<file path="src/rtl/riscv_pkg.sv">
// ---------------------------------------------------------------------------
// riscv_pkg
// Shared types and constants for the 5-stage core's pipeline control logic.
//   REG_ADDR_W : width of a register-file address
//   hz_state_t : hazard controller FSM state
//   ctrl_t     : ID/EX control fields that a bubble forces to zero
// ---------------------------------------------------------------------------
package riscv_pkg;

   localparam int REG_ADDR_W = 5;

   typedef enum logic [1:0] {
      RUN      = 2'd0,
      MEM_WAIT = 2'd1,
      ERROR    = 2'd2
   } hz_state_t;

   typedef struct packed {
      logic reg_write;
      logic mem_read;
      logic mem_write;
      logic mem_to_reg_write;
   } ctrl_t;

endpackage

</file>
<file path="src/rtl/hazard_controller_sat_counter.sv">
// ---------------------------------------------------------------------------
// sat_counter
// Up-counter that sticks at all-ones instead of wrapping.
// Ports:
//   clk   in  1  clock, rising edge
//   rstN  in  1  asynchronous active-low reset, clears count
//   inc   in  1  add one on this edge (ignored once saturated)
//   count out W  current count
// ---------------------------------------------------------------------------
module sat_counter #(
   parameter int W = 16
) (
   input  logic         clk,
   input  logic         rstN,
   input  logic         inc,
   output logic [W-1:0] count
);

   always_ff @(posedge clk or negedge rstN) begin
      if (!rstN) begin
         count <= '0;
      end else if (inc && (count != '1)) begin
         count <= count + W'(1);
      end
   end

endmodule

</file>
<file path="src/rtl/hazard_controller.sv">
// ---------------------------------------------------------------------------
// hazard_controller
// Hazard and stall sequencing for the ID/EX boundary of the 5-stage core:
// load-use stalls, taken-branch flushes, whole-pipeline freeze while data
// memory is busy, a sticky memory timeout, and saturating stall/flush counts.
// Ports:
//   clk            in  1      core clock, rising edge
//   rstN           in  1      asynchronous active-low reset
//   rs1_ID/rs2_ID  in  5      source registers of the ID instruction
//   usesRs1_ID/2   in  1      ID instruction actually reads rs1/rs2
//   rd_EX          in  5      destination of the EX instruction
//   memRead_EX     in  1      EX instruction is a load
//   branchTaken_EX in  1      EX resolved a taken branch/jump
//   memReq_MEM     in  1      MEM stage is accessing data memory
//   memReady_MEM   in  1      data memory completes this cycle
//   stall_IF       out 1      hold PC and IF/ID
//   bubble_ID_EX   out 1      zero the ID/EX control fields
//   flush_IF_ID    out 1      invalidate IF/ID
//   freeze         out 1      hold every pipeline register and PC
//   memTimeout     out 1      sticky memory-hang error
//   stallCount     out CNT_W  load-use plus freeze cycles, saturating
//   flushCount     out CNT_W  taken-branch flushes, saturating
// ---------------------------------------------------------------------------
module hazard_controller
   import riscv_pkg::*;
#(
   parameter int MEM_TIMEOUT = 64,
   parameter int CNT_W       = 16
) (
   input  logic                  clk,
   input  logic                  rstN,
   input  logic [REG_ADDR_W-1:0] rs1_ID,
   input  logic [REG_ADDR_W-1:0] rs2_ID,
   input  logic                  usesRs1_ID,
   input  logic                  usesRs2_ID,
   input  logic [REG_ADDR_W-1:0] rd_EX,
   input  logic                  memRead_EX,
   input  logic                  branchTaken_EX,
   input  logic                  memReq_MEM,
   input  logic                  memReady_MEM,
   output logic                  stall_IF,
   output logic                  bubble_ID_EX,
   output logic                  flush_IF_ID,
   output logic                  freeze,
   output logic                  memTimeout,
   output logic [CNT_W-1:0]      stallCount,
   output logic [CNT_W-1:0]      flushCount
);

   localparam int WAIT_W = (MEM_TIMEOUT > 1) ? $clog2(MEM_TIMEOUT) : 1;
   localparam logic [WAIT_W-1:0] WAIT_LAST = WAIT_W'(MEM_TIMEOUT - 1);

   hz_state_t         state;
   hz_state_t         next_state;
   logic [WAIT_W-1:0] wait_cnt;
   logic              rs1_hit;
   logic              rs2_hit;
   logic              load_use;
   logic              mem_wait;
   logic              stall_inc;

   // x0 is never a real producer, so a load targeting it cannot cause a hazard.
   assign rs1_hit  = usesRs1_ID && (rs1_ID == rd_EX);
   assign rs2_hit  = usesRs2_ID && (rs2_ID == rd_EX);
   assign load_use = memRead_EX && (rd_EX != '0) && (rs1_hit || rs2_hit);

   // A ready pulse with no request in flight carries no meaning.
   assign mem_wait = memReq_MEM && !memReady_MEM;

   // State register
   always_ff @(posedge clk or negedge rstN) begin
      if (!rstN) begin
         state <= RUN;
      end else begin
         state <= next_state;
      end
   end

   // Wait counter: held at zero in RUN, so the first MEM_WAIT cycle sees 0.
   always_ff @(posedge clk or negedge rstN) begin
      if (!rstN) begin
         wait_cnt <= '0;
      end else if (state == RUN) begin
         wait_cnt <= '0;
      end else if (state == MEM_WAIT) begin
         wait_cnt <= wait_cnt + WAIT_W'(1);
      end
   end

   // Next-state logic
   always_comb begin
      next_state = state;
      unique case (state)
         RUN: begin
            if (mem_wait) next_state = MEM_WAIT;
         end
         MEM_WAIT: begin
            if (!mem_wait) begin
               next_state = RUN;
            end else if (wait_cnt == WAIT_LAST) begin
               next_state = ERROR;
            end
         end
         ERROR:   next_state = ERROR;
         default: next_state = RUN;
      endcase
   end

   // Output logic. Freeze fires on the first not-ready cycle while still in
   // RUN; a branch seen under freeze is acted on (and counted) only once the
   // freeze lifts. A taken branch outranks load-use: the ID instruction is
   // wrong-path, so stalling it would be wasted.
   always_comb begin
      stall_IF     = 1'b0;
      bubble_ID_EX = 1'b0;
      flush_IF_ID  = 1'b0;
      freeze       = 1'b0;
      memTimeout   = (state == ERROR);
      if ((state == ERROR) || mem_wait) begin
         freeze = 1'b1;
      end else if (branchTaken_EX) begin
         flush_IF_ID  = 1'b1;
         bubble_ID_EX = 1'b1;
      end else if (load_use) begin
         stall_IF     = 1'b1;
         bubble_ID_EX = 1'b1;
      end
   end

   assign stall_inc = freeze || (stall_IF && !flush_IF_ID);

   sat_counter #(.W(CNT_W)) u_stall_cnt (
      .clk   (clk),
      .rstN  (rstN),
      .inc   (stall_inc),
      .count (stallCount)
   );

   sat_counter #(.W(CNT_W)) u_flush_cnt (
      .clk   (clk),
      .rstN  (rstN),
      .inc   (flush_IF_ID),
      .count (flushCount)
   );

endmodule

</file>
<file path="config.mk">
export PLATFORM = sky130hd
export DESIGN_NAME = hazard_controller
export DESIGN_NICKNAME = d
export VERILOG_FILES = /design/src/rtl/riscv_pkg.sv /design/src/rtl/hazard_controller_sat_counter.sv /design/src/rtl/hazard_controller.sv
export SDC_FILE = /design/constraint.sdc
export NUM_CORES = 1
export LEC_CHECK = 0
export ABC_AREA = 1
export CAP_MARGIN = 20
export CORE_MARGIN = 2
export CORE_UTILIZATION = 43
export DETAILED_ROUTE_END_ITERATION = 10
export PLACE_DENSITY = 0.8
export SLEW_MARGIN = 20
export SYNTH_ARGS = -nofsm -noshare
export SYNTH_HDL_FRONTEND = slang
export SYNTH_SLANG_ARGS = --single-unit
export TNS_END_PERCENT = 20
</file>
<file path="constraint.sdc">
create_clock -name clk -period 2 [get_ports clk]
set_clock_uncertainty 0.2 [all_clocks]
set_input_delay 0.2 -clock clk [delete_from_list [all_inputs] [get_ports clk]]
set_output_delay 0.2 -clock clk [all_outputs]
set_load 0.02 [all_outputs]
</file>
==> Word level (Yosys, flattened, before mapping) <==
Index checks and enable logic that the tools add are counted.
{ "totals": {"regBits": 40, "input_bits": 23, "output_inout_bits": 37, "wordCells": 47} }
{ "classes": {"n_addsub": 3, "eq_ne": 9, "mux": 14, "reduce_logical": 17} }
{ "ops": {"columns": ["operator", "count"], "rows": [
  ["$add A16 B1 Y16 const B", 2],
  ["$ne A16 B16 Y1 const B", 2],
  ["$mux W6", 2],
  ["$eq A5 B5 Y1", 2],
  ["$logic_and A1 B1 Y1", 8],
  ["$mux W1", 8],
  ["$add A6 B1 Y6 const B", 1],
  ["$eq A6 B6 Y1 const B", 1],
  ["$mux W2", 3],
  ["$pmux W2 S3", 1],
  ["$reduce_bool A5 Y1", 1],
  ["$logic_or A1 B1 Y1", 3],
  ["$ne A3 B2 Y1 const B", 1],
  ["$eq A2 B1 Y1 const B", 1],
  ["$eq A2 B2 Y1 const B", 1],
  ["$logic_not A1 Y1", 2],
  ["$logic_not A2 Y1", 1],
  ["$ne A2 B2 Y1 const B", 1],
  ["$reduce_and A2 Y1", 1],
  ["$reduce_bool A2 Y1", 1]
]} }

==> Longest topological paths before layout <==
{ "logic_depth": {"ltp_word": 10, "ltp_mapped": 12, "ltp_nobuf": 11} }

==> Modules after synthesis <==
Synthesis repeated with hierarchy kept, for this count alone.
{ "hier_totals": {"hier_cells": 412, "hier_area_um2": 2792.7} }
{ "by_module_without_submodules": {"columns": ["mod", "n_inst", "cells_each", "area_per_inst_um2"], "rows": [
  ["sat_counter", 2, 149, 1058.5],
  ["hazard_controller", 1, 114, 675.6]
]} }

==> Worst setup path after synthesis <==
No wires, ideal clock.
{ "synth_timing": {"path_type": "register to register", "startpoint": "reg u_stall_cnt.count[0]", "endpoint": "reg u_stall_cnt.count[2]", "arrival_ps": 1604, "t_required_ps": 1682, "path_slack_ps": 77, "path_stages_with_launch": 10, "path_buffers": 1, "synth_period_minus_slack_ps": 1923, "cell_sequence": "dfrtp_1 ha_1 nand3_2 nor2_4 nand2_2 nor2_4 nand2_4 buf_2 nand3_1 nand2_1"} }
{ "synth_via": {"elab_chain_cells": 2, "elab_cells_between_ends": 3, "cone_classes": "add/sub (1); eq/ne (1); reduce/logical (1)"} }
{ "synth_rtl": {"columns": ["item", "line_no", "source"], "rows": [
  ["start, declared", "hazard_controller_sat_counter.sv:16", "output logic [W-1:0] count"],
  ["start signal, assigned", "hazard_controller_sat_counter.sv:23", "count <= count + W'(1);"],
  ["branches (longest 2 deep; another with $add A16 B1 Y16)", null, null]
]} }
Parallel ways; which one is timed is not known.
A chain may end at the register's enable or synchronous reset.

==> Worst setup path in the final report <==
{ "layout_timing": {"startpoint": "in rd_EX[3]", "endpoint": "out bubble_ID_EX"} }
{ "layout_via": {"elab_chain_cells": 7, "elab_cells_between_ends": 11, "cone_classes": "eq/ne (2); mux (3); reduce/logical (6)"} }
{ "layout_rtl": {"columns": ["item", "line_no", "source"], "rows": [
  ["start, declared", "hazard_controller.sv:36", "input logic [REG_ADDR_W-1:0] rd_EX,"],
  ["$eq A5 B5 Y1, on equally long branches", "hazard_controller.sv:63, hazard_controller.sv:64", null],
  ["$logic_and A1 B1 Y1, on equally long branches", "hazard_controller.sv:63, hazard_controller.sv:64", null],
  ["$logic_or A1 B1 Y1", "hazard_controller.sv:65", "assign load_use = memRead_EX && (rd_EX != '0) && (rs1_hit || rs2_hit);"],
  ["$logic_and A1 B1 Y1 *", "hazard_controller.sv:65", null],
  ["$mux W1 *", "hazard_controller.sv:124", "end else if (load_use) begin"],
  ["$mux W1 *", "hazard_controller.sv:121", "end else if (branchTaken_EX) begin"],
  ["$mux W1 *", "hazard_controller.sv:119", "if ((state == ERROR) || mem_wait) begin"],
  ["end, declared", "hazard_controller.sv:42", "output logic bubble_ID_EX,"]
]} }
Every way passes the cells marked *; elsewhere a longest branch is shown, timed or not.

==> metrics.md <==
| Metric | Value |
|---|---|
| Largest net degree at the start of global routing | `41` |
| Worst-skew pair later-pin latency | `roughly 0.29 ns` |
| Antenna diode count | `0` |
| Core Util, Final | `61.0%` |
| Initial Utilization | `44.7%` |
| Worst EP arrival | `1.53 ns` |
| Port bufs | `59` |
| Comb power frac | `40.4%` |
| Max Slew Vio Count | `0` |
| Layout cell share with drive strength beyond 1 | `about a tenth` |
| Postcts setup bufs | `0` |
| Final nets | `445` |
| Row cnt | `27` |
| Sequential area share after synthesis | `roughly two fifths` |
| Peak supply drop | `553 µV` |
| Number of vias per cell | `between 4 and 5` |
| Sum Neg Setup Slack | `0 ns` |
| Tot Pwr | `2.92 mW` |
| Area grow syn2layout | `36.4%` |
| Core Region | `about 5500 µm²` |
| Die span in y | `79.9 µm` |
| R2r worst-path depth | `8` |
| CP Max Fanout | `3` |
| Critical path launch point type | `input pin` |
| DP HPWL | `4290 µm` |
| Total of max-cap violations | `0` |
| Status | `finished, final reports clean` |
| Worst Setup Path Type | `input pin to output port` |
| Worst setup path startpoint | `rd_EX[3]` |
| GRT Total Usage | `19.0%` |
| Critical R2R Capture | `u_flush_cnt.count[12]` |
| Die X | `~80 µm` |
| Vias after detailed routing | `2355` |
| Hold WC Path Type | `input pin to async pin` |
| RePlAce Congestion | `0.901` |
| Post-DR wirelength/cell | `roughly 11 µm` |
| Max Buffers Root-to-Sink | `2` |
| Setup violators final | `0` |
| CTS tree | `built` |
| Fin. Hold Viols | `0` |
| Yosys warnings | `0` |
| Clock power share | `22.1%` |
| Final instance area | `3380 µm²` |
| Worst-path clk slew | `0.08 ns` |
| IO Count | `60` |
| Routed wire length | `~5600 µm` |
| P per Cell Area | `864 nW/µm²` |
| Cell Int Power | `between 1.5 and 2 mW` |
| Htree depth | `2` |
| Final period utilization | `96.3%` |
| Clock Sinks | `40` |
| Setup crit end kind | `output port` |
| First-pass GRT wire length | `roughly 9700 µm` |
| Drt pass-1 iters | `4` |
| DRC | `0` |
| Synth unique cells | `28` |
| Switch share | `36.4%` |
| Syn Nets | `about 370` |
| Setup crit end | `bubble_ID_EX` |
| Syn Area/Cell | `7.31 µm²` |
| Syn Std Cell Area | `2480 µm²` |
| Net switching power | `1.06 mW` |
| RR Startpoint | `u_flush_cnt.count[1]` |
| Fmax | `between 0.5 and 0.6 GHz` |
| Number of global-route vias before repair | `around 2300` |
| Routed Antenna Nets | `0` |
| Sequential power share | `37.5%` |
| #FFs+latches synth | `40` |
| Tmin final | `1.93 ns` |
| Synth Instances | `339` |
| Total CTS buffers | `5` |
| Worst EP required | `about 1.6 ns` |
| Placed cell count | `approximately 480` |
| Leakage | `1.62 nW` |
| Initial antenna violation count | `0` |
| Total congestion overflow | `0` |
| Final instance count without filler cells | `492` |
| Area after DPL | `3260 µm²` |
| Worst-Margin Slew | `0.507 ns` |
| Die area | `6380 µm²` |
| Reg2reg setup slack | `0.16 ns` |
| Initial drt markers | `roughly 170` |
| Worst rel slew slack | `66.2%` |
| Clk Tree Root Cell | `clkbuf_8` |
metal layers:
metal	wire length, µm	vias to the layer above	track usage (%)
met3	117	6	3.39
met4	82	0	5.25
met5	0	-	0
met1	2620	1091	24.1
li1	-	1219	-
met2	2800	39	32.9
cell type report:
cell class                      count  area (µm²)
Clock buffer                        6        72.6
Clock inverter                      2        35.0
Fill cell                         503        2160
Inverter                           44         165
Multi-Input combinational cell    251        1280
Sequential cell                    40        1000
Tap cell                           72        90.1
Timing Repair Buffer               77         733
metrics by stage:
stage               hold slack [ns]  worst slack (ns)
finish                        0.302            0.0741
global route                  0.340           -0.0558
CTS                           0.311          -0.00528
detailed placement           0.0958            -0.341
global placement             0.0949            -0.295
floorplan                    -0.296            0.0775
what timing repair did:
item                                   4_1_cts  5_1_grt
endpoints found under the hold margin       40        0
gates resized for setup                      8        9
hold buffers                                 1        0
setup endpoints to repair                    4        5
gates cloned                                 0        0
cell usage in the layout, fill, tap and decap left out, types with 7 or more instances in the layout:
master,count
nand2_1,105
nand3_1,35
xor2_1,19
nor3_1,12
o21ai_0,7
dfrtp_1,40
clkdlybuf4s50_1,52
xnor2_1,9
inv_1,41
buf_4,18
nor2_1,34
critical path, cell delays in order:
cell	delay, ns
clkdlybuf4s50_1	0.51
inv_1	0.08
nand2_1	0.06
nand2_1	0.05
nor2_1	0.10
nand3_1	0.07
nand2_1	0.08
nand2_1	0.08
a21oi_2	0.14
buf_4	0.16
logic make-up (layout without fill, tap and decap cells):
logic type      Yosys count  after routing  synth area share [%]
flops                    40             40                  40.4
compound gates           15             15                  3.38
simple gates            205            205                  36.7
fa+ha+maj                 3              3                  1.52
buf+inv                  48            129                  8.08
xor+xnor                 28             28                  9.90
power groups by stage:
stage                     logic, mW  clock network [mW]  registers [mW]
after floorplan               0.456                   0            1.27
after global placement         1.16                   0            1.10
after detailed placement       1.18                   0            1.11
after CTS                      1.18               0.664            1.09
after global routing           1.31               0.695            1.12
final                          1.18               0.646            1.09
flip-flops by register name, summed over array words and instances (netlist names):
register	flops
wait_cnt	6
u_flush_cnt.count	16
state	2
u_stall_cnt.count	16
worst min-delay path by stage:
stage,from,cells past startpoint,end
3_5_place_dp,rstN,2,u_stall_cnt.count[15]
3_3_place_gp,rstN,2,u_flush_cnt.count[2]
2_1_floorplan,rstN,0,state[0]
5_1_grt,u_stall_cnt.count[15],2,u_stall_cnt.count[15]
4_1_cts,rstN,3,u_stall_cnt.count[10]
6_report,rstN,3,u_stall_cnt.count[0]
cell usage after synthesis, drive strengths merged:
master  count  area share (%)
o21a        1            0.30
or2         1            0.25
xnor2       9             3.2
ha          3             1.5
dfrtp      40              40
nand4       5             1.3
nor2       39             6.9
a22o        1            0.35
xor2       19             6.7
nor3b       2            0.81
a21oi       4            0.81
nor3       12             2.4
inv        44             6.7
buf         4             1.4
nand3      36             7.5
a31oi       1            0.25
nand2     110              18
o22ai       1            0.25
o21ai       7             1.4
Note: power is estimated with default switching activity, not from simulation.
